**src/rtl/rst_seq_artys7.sv**
```systemverilog
// Reset sequencer for the Arty S7 system: synchronises MMCM lock and releases peripheral then core resets.
// Optional lock-loss event counter is built when RST_SEQ_LOCK_LOSS_CNT_EN is defined.
module rst_seq_artys7 #(
  parameter int SYNC_STAGES        = 2,
  parameter int LOCK_STABLE_CYCLES = 1024,
  parameter int CORE_DELAY_CYCLES  = 16,
  parameter int SW_RST_CYCLES      = 32
) (
  input  logic       clk_i,
  input  logic       rst_ni,
  input  logic       pll_locked_i,
  input  logic       sw_rst_req_i,
  output logic       rst_periph_no,
  output logic       rst_core_no,
  output logic       rst_done_o,
  output logic [2:0] state_o,
  output logic [7:0] lock_loss_cnt_o
);

  localparam int MAX_AB = (LOCK_STABLE_CYCLES > CORE_DELAY_CYCLES) ? LOCK_STABLE_CYCLES : CORE_DELAY_CYCLES;
  localparam int MAX_C  = (MAX_AB > SW_RST_CYCLES) ? MAX_AB : SW_RST_CYCLES;
  localparam int CW     = $clog2(MAX_C) + 1;

  typedef enum logic [2:0] {
    WAIT_LOCK = 3'd0,
    STABLE    = 3'd1,
    PERIPH    = 3'd2,
    RUN       = 3'd3,
    SW_RST    = 3'd4
  } state_t;

  logic [SYNC_STAGES-1:0] r_sync;
  logic                   w_lock;
  state_t                 r_state;
  state_t                 w_state_nxt;
  logic [CW-1:0]          r_cnt;
  logic [CW-1:0]          w_cnt_nxt;
  logic                   r_periph_n;
  logic                   r_core_n;
  logic                   r_done;
  logic                   w_periph_rel;
  logic                   w_core_rel;

  assign w_lock = r_sync[SYNC_STAGES-1];

  always_ff @(posedge clk_i or negedge rst_ni) begin
    if (!rst_ni) begin
      r_sync <= '0;
    end else begin
      r_sync <= {r_sync[SYNC_STAGES-2:0], pll_locked_i};
    end
  end

  always_comb begin
    w_state_nxt = r_state;
    w_cnt_nxt   = r_cnt;
    case (r_state)
      WAIT_LOCK: begin
        if (w_lock) begin
          w_state_nxt = STABLE;
          w_cnt_nxt   = '0;
        end
      end
      STABLE: begin
        if (!w_lock) begin
          w_state_nxt = WAIT_LOCK;
          w_cnt_nxt   = '0;
        end else if (r_cnt == CW'(LOCK_STABLE_CYCLES - 1)) begin
          w_state_nxt = PERIPH;
          w_cnt_nxt   = '0;
        end else begin
          w_cnt_nxt = r_cnt + CW'(1);
        end
      end
      PERIPH: begin
        if (!w_lock) begin
          w_state_nxt = WAIT_LOCK;
          w_cnt_nxt   = '0;
        end else if (r_cnt == CW'(CORE_DELAY_CYCLES - 1)) begin
          w_state_nxt = RUN;
          w_cnt_nxt   = '0;
        end else begin
          w_cnt_nxt = r_cnt + CW'(1);
        end
      end
      RUN: begin
        // Lock loss outranks a software request on the same edge
        if (!w_lock) begin
          w_state_nxt = WAIT_LOCK;
          w_cnt_nxt   = '0;
        end else if (sw_rst_req_i) begin
          w_state_nxt = SW_RST;
          w_cnt_nxt   = '0;
        end
      end
      SW_RST: begin
        if (!w_lock) begin
          w_state_nxt = WAIT_LOCK;
          w_cnt_nxt   = '0;
        end else if (r_cnt == CW'(SW_RST_CYCLES - 1)) begin
          w_state_nxt = PERIPH;
          w_cnt_nxt   = '0;
        end else begin
          w_cnt_nxt = r_cnt + CW'(1);
        end
      end
      default: begin
        w_state_nxt = WAIT_LOCK;
        w_cnt_nxt   = '0;
      end
    endcase
  end

  // Reset outputs follow the next state so they change on the same edge as the state
  assign w_periph_rel = (w_state_nxt == PERIPH) || (w_state_nxt == RUN);
  assign w_core_rel   = (w_state_nxt == RUN);

  always_ff @(posedge clk_i or negedge rst_ni) begin
    if (!rst_ni) begin
      r_state    <= WAIT_LOCK;
      r_cnt      <= '0;
      r_periph_n <= 1'b0;
      r_core_n   <= 1'b0;
      r_done     <= 1'b0;
    end else begin
      r_state    <= w_state_nxt;
      r_cnt      <= w_cnt_nxt;
      r_periph_n <= w_periph_rel;
      r_core_n   <= w_core_rel;
      r_done     <= w_core_rel;
    end
  end

  assign rst_periph_no = r_periph_n;
  assign rst_core_no   = r_core_n;
  assign rst_done_o    = r_done;
  assign state_o       = r_state;

`ifdef RST_SEQ_LOCK_LOSS_CNT_EN
  logic       w_lock_loss;
  logic [7:0] r_llc;

  assign w_lock_loss = !w_lock && ((r_state == PERIPH) || (r_state == RUN) || (r_state == SW_RST));

  always_ff @(posedge clk_i or negedge rst_ni) begin
    if (!rst_ni) begin
      r_llc <= 8'h00;
    end else if (w_lock_loss && (r_llc != 8'hFF)) begin
      r_llc <= r_llc + 8'd1;
    end
  end

  assign lock_loss_cnt_o = r_llc;
`else
  assign lock_loss_cnt_o = 8'h00;
`endif

endmodule

```
**config.mk**
```make
export PLATFORM = sky130hd
export DESIGN_NAME = rst_seq_artys7
export DESIGN_NICKNAME = d
export VERILOG_FILES = /design/src/rtl/rst_seq_artys7.sv
export SDC_FILE = /design/constraint.sdc
export NUM_CORES = 1
export LEC_CHECK = 0
export ABC_AREA = 1
export CAP_MARGIN = 20
export CORE_MARGIN = 4
export CORE_UTILIZATION = 33
export CTS_CLUSTER_DIAMETER = 150
export DETAILED_ROUTE_END_ITERATION = 12
export PLACE_DENSITY = 0.57
export SETUP_SLACK_MARGIN = 0.5
export SLEW_MARGIN = 20
export SYNTH_ARGS = -nofsm -noshare
export SYNTH_HDL_FRONTEND = slang
export SYNTH_SLANG_ARGS = --single-unit
export TNS_END_PERCENT = 10
```
**constraint.sdc**
```tcl
create_clock -name clk_i -period 1.9 [get_ports clk_i]
set_input_delay 0.38 -clock clk_i [delete_from_list [all_inputs] [get_ports clk_i]]
set_output_delay 0.38 -clock clk_i [all_outputs]
set_load 0.01 [all_outputs]
```
Yosys cells after proc, flatten, opt, wreduce, memory -nomap -nowiden

Cells that the tools add are included.

$add $sub $neg: 1
Equal/unequal tests: 11
Multiplexer cells: 20
Reductions and logical operators: 3

Operators by type and width:

| operator                                              | count |
|---|---|
| 2-to-1 mux 11 bit                                     | 9 |
| case mux 11 bit (5 select lines)                      | 1 |
| 2-to-1 mux 3 bit                                      | 9 |
| case mux 3 bit (5 select lines)                       | 1 |
| equality test 3 x 2 -> 1 bit, second input constant   | 4 |
| adder 11 x 1 -> 11 bit, second input constant         | 1 |
| equality test 11 x 10 -> 1 bit, second input constant | 1 |
| equality test 11 x 4 -> 1 bit, second input constant  | 1 |
| equality test 11 x 5 -> 1 bit, second input constant  | 1 |
| equality test 3 x 1 -> 1 bit, second input constant   | 1 |
| equality test 3 bit, second input constant            | 1 |
| zero test 3 bit                                       | 1 |
| != test 3 bit, second input constant                  | 1 |
| != test 2 bit, second input constant                  | 1 |
| AND reduction 2 bit                                   | 1 |
| logical OR 1 bit                                      | 1 |

Register bits: 18
Input port bits: 4
Output and inout port bits: 14
Word-level logic and storage cells: 40

Depth between registers and ports, before layout

Depth in word-level cells: 6
Depth in mapped cells: 11
Gate-level depth less buffers: 11

Worst setup path after synthesis

No wires, ideal clock.

Path type: reg-to-reg
Start point: register r_cnt[0]
End point: register r_cnt[2]
Library setup time: 0.116 ns
Arrival: 1.281 ns
Data required time: 1.784 ns
Setup slack: 0.503 ns
Cell stages (with the launch flop): 11
Buffers on the path: 0
Period minus slack after synthesis: 1.397 ns
Cells stage by stage: dfrtp_1 ha_1 nand2_2 nor2_4 nand3_2 nand2_2 nand2_1 nand2_2 nand2_4 nand2_1 nand2_1

Cells in the longest elaborated chain, start to end: 4
Elaborated cells between the ends (all ways): 11
Those cells by class: add/sub: 1; eq/ne: 3; mux: 7

Ends and longest elaborated chain:

| item                                           | RTL line    | source |
|---|---|---|
| from (decl)                                    | 36          | `logic [CW-1:0] r_cnt;` |
| from (signal assigned)                         | 127         | `r_cnt <= w_cnt_nxt;` |
| adder 11 x 1 -> 11 bit (tied with other cells) | 72, 83, 104 |  |
| 2-to-1 mux 11 bit, on equally long branches    | 100, 68, 79 |  |
| 2-to-1 mux 11 bit, on equally long branches    | 97, 65, 76  |  |
| case mux 11 bit (5 select lines) (*)           | 57          | `case (r_state)` |

Mark *: on every way between the ends. The rest lies on a longest branch, timed or not.
A chain may end at the register's enable or synchronous reset.

Final worst setup path

Start point: register r_state[2] (netlist: state_o[2])
End point: output state_o[2]

RTL lines:

| item                   | RTL line | source |
|---|---|---|
| from (decl)            | 34       | `state_t r_state;` |
| from (signal assigned) | 126      | `r_state <= w_state_nxt;` |
| to (decl)              | 16       | `output logic [2:0] state_o,` |

No word-level cell between the ends.

==> results.json <==
{
  "crit_chain": "clkdlybuf4s50_1",
  "cts_sinks": 18,
  "period_minus_slack_ns": 1.52,
  "vias": 1076,
  "syn_area_per_cell_sq_um": 7.28,
  "firstDrtPassIters": 4,
  "p_leak_nw": 0.756,
  "worstMarginPinSlew_ns": 0.593,
  "drtIter0Drc": 62,
  "min_period_over_period_pct": 80.2,
  "cp-start-kind": "flop",
  "setup_viol": 0,
  "grt_first_pass_wirelength_mm": 4.37,
  "worstSetupPathType": "reg2out",
  "drc": 0,
  "hold_viol_final": 0,
  "status": "complete, no violations",
  "maxCapViolCount": 0,
  "synth_edf_count": 0,
  "synth_top_flop_cell": "dfrtp_1",
  "hold_class": "reg2reg",
  "yosysSeqAreaShare_pct": 36.6,
  "grt_pass1_vias": 960,
  "fin_nets": 192,
  "root_buffer": "clkbuf_8",
  "wl_per_cell_microns": 10.7,
  "antenna_found_initial": 0,
  "placed_cells": 222,
  "wl_mm": 2.47,
  "synth.cell_area_sq_um": 1230,
  "core_area_sq_um": 3470,
  "cpMaxStageDelayCell": "clkdlybuf4s50_1",
  "path_delay_family": "buffers and inverters",
  "arrival_ns": 1.14,
  "ant_nets": 0,
  "clkTransAtPathRegs_ns": 0.07,
  "htreeDepth": 1,
  "grt_overflow": 0,
  "synthXorXnorAreaFrac_pct": 2.85,
  "hold_buffers": 0,
  "grt_max_degree": 19,
  "cts_tree": "built",
  "synth_mux_area_share_pct": 0,
  "timing.critical_path.buf_inv": 1,
  "synth-async-reset-ratio_pct": 100,
  "slowest_delay_ns": 0.53,
  "start_util_pct": 35.5,
  "die_area_sq_um": 4770,
  "synth_compound_area_share_pct": 5.19,
  "cp.required_ns": 1.52,
  "clock_path_buffers": 2,
  "num_antenna_cells": 0,
  "port_buffers": 9,
  "slew_headroom_pct": 60.1,
  "fmax_ghz": 0.656,
  "clk-insertion-delay-late_ns": 0.26,
  "place.gp.congestion": 0.924,
  "fin_cells": 231,
  "yosys_warnings": 0,
  "dp_hpwl_mm": 1.89,
  "synth_top_family_by_area": "simple AND/OR/NAND/NOR gates",
  "endpoint_kind": "output port",
  "grt_usage_pct": 11.0,
  "ys_ff_latch": 18,
  "num_rows": 21,
  "viasPerCell": 4.66,
  "netlist_instances": 169,
  "synthSimpleGateAreaFrac_pct": 40.6,
  "drive_gt1_share_pct": 17.8,
  "fin_skew_ns": 0.00811,
  "synth_cell_types": 26,
  "synthAdderAreaFrac_pct": 1.02,
  "die_w_microns": 69.1,
  "drv_slew": 0,
  "die_y_microns": 69.1,
  "area_delta_synth_final_pct": 17.3,
  "tns_ns": 0,
  "ir_worst_vdd_mv": 0.430,
  "numCtsBuffers": 3,
  "io_pins": 18,
  "cp_max_fo": 2,
  "rsz0062_at_grt": "yes",
  "p_per_area_nw_per_um2": 513
}
## worst paths after layout
| check | from | to | slack, ns | cells after the start |
|---|---|---|---|---|
| min reg2reg | r_sync[0] | r_sync[1] | 0.35 | 0 |
| min in group asynchronous | rst_ni | r_cnt[5] | 0.44 | 2 |
| min | r_sync[0] | r_sync[1] | 0.35 | 0 |
| max | state_o[2] | state_o[2] | 0.38 | 1 |
| max in group asynchronous | rst_ni | state_o[1] | 1.25 | 2 |
| max reg2reg | state_o[0] | r_cnt[5] | 0.41 | 5 |
## state kept, by name, indices dropped and copies added, names as in the netlist
name,flops
r_cnt,11
state_o,3
rst_periph_no,1
r_sync,2
rst_done_o,1
## through the flow
| step | total power [W] | worst slack (ns) | instance area, sq um | hold slack [ns] | util [%] |
|---|---|---|---|---|---|
| floorplan | 0.000463 | 0.503 | 1260 | 0.0844 | - |
| global placement | 0.000475 | 0.338 | 1330 | 0.332 | 38.3 |
| detailed placement | 0.000475 | 0.331 | 1330 | 0.337 | 38.3 |
| CTS | 0.000745 | 0.272 | 1380 | 0.352 | 39.8 |
| global route | 0.000780 | 0.302 | 1440 | 0.372 | 41.6 |
| finish | 0.000740 | 0.376 | 1440 | 0.349 | 41.6 |
## worst reg2reg max path: cells and delay by family, from the launching register on
family           cells  cell delay (ns)
AO/OA/AOI/OAI        1             0.45
flip-flops           1             0.45
AND/OR/NAND/NOR      4             0.54
## cell type report
type / count / area [sq um]
tap: 46 / 57.6
multi-input combinational: 127 / 663
inverter: 20 / 75.1
clock buffer: 3 / 41.3
sequential: 18 / 454
fill: 374 / 2030
timing repair buffer: 17 / 151
## layer usage
layer	global-route usage [%]	wire length, microns
met2	15.9	1070
met1	15.6	1240
met5	0	0
met3	3.20	121
met4	3.90	41
## cell families (layout without fill, tap and decap cells)
logic type | after synthesis | after routing
AO/OA/AOI/OAI | 10 | 10
buffers and inverters | 31 | 40
adder cells (fa/ha/maj) | 1 | 1
XOR/XNOR | 4 | 4
other | 1 | 8
AND/OR/NAND/NOR | 104 | 104
flip-flops | 18 | 18
## power by group
part	internal [W]	leakage (nW)	total, W	switching [W]
Sequential	0.000391	0.240	0.000403	0.0000116
Clock	0.000141	0.0216	0.000265	0.000124
Combinational	0.0000263	0.494	0.0000720	0.0000457
## cells in the mapped netlist (2+ instances only)
cell     instances  area share (%)
xor2_1           4             2.8
inv_2            3            0.92
nor2_4           2             1.8
inv_1           17             5.2
nand3_1         10             4.1
nor2_1          16             4.9
o21ai_1          3             1.2
o21ai_0          2            0.81
nor3_4           2             2.6
o31ai_1          2             1.2
nor3_1           3             1.2
buf_6            2             1.8
nand4_1          6             3.1
buf_4            9             5.5
dfrtp_1         18              37
nand2_1         55              17
nand2_2          6             3.1
## repair_timing
action                                  in CTS  in global routing
pin swaps                                    0                  6
resized for setup                            4                  5
setup buffers                                1                  5
endpoints found under the setup margin      22                 22
## layout by cell type, fill, tap and decap left out, drive strengths merged
cell	n
o31ai	2
inv	20
dlymetal6s2s	1
nand4	6
clkbuf	3
nor3	6
dfrtp	18
o2111ai	1
clkdlybuf4s50	7
nand3	11
nor2	19
nand2	62
ha	1
dlygate4sd2	1
o22ai	1
buf	8
conb	8
xor2	4
o21ai	6
(Power assumes the default switching activity.)
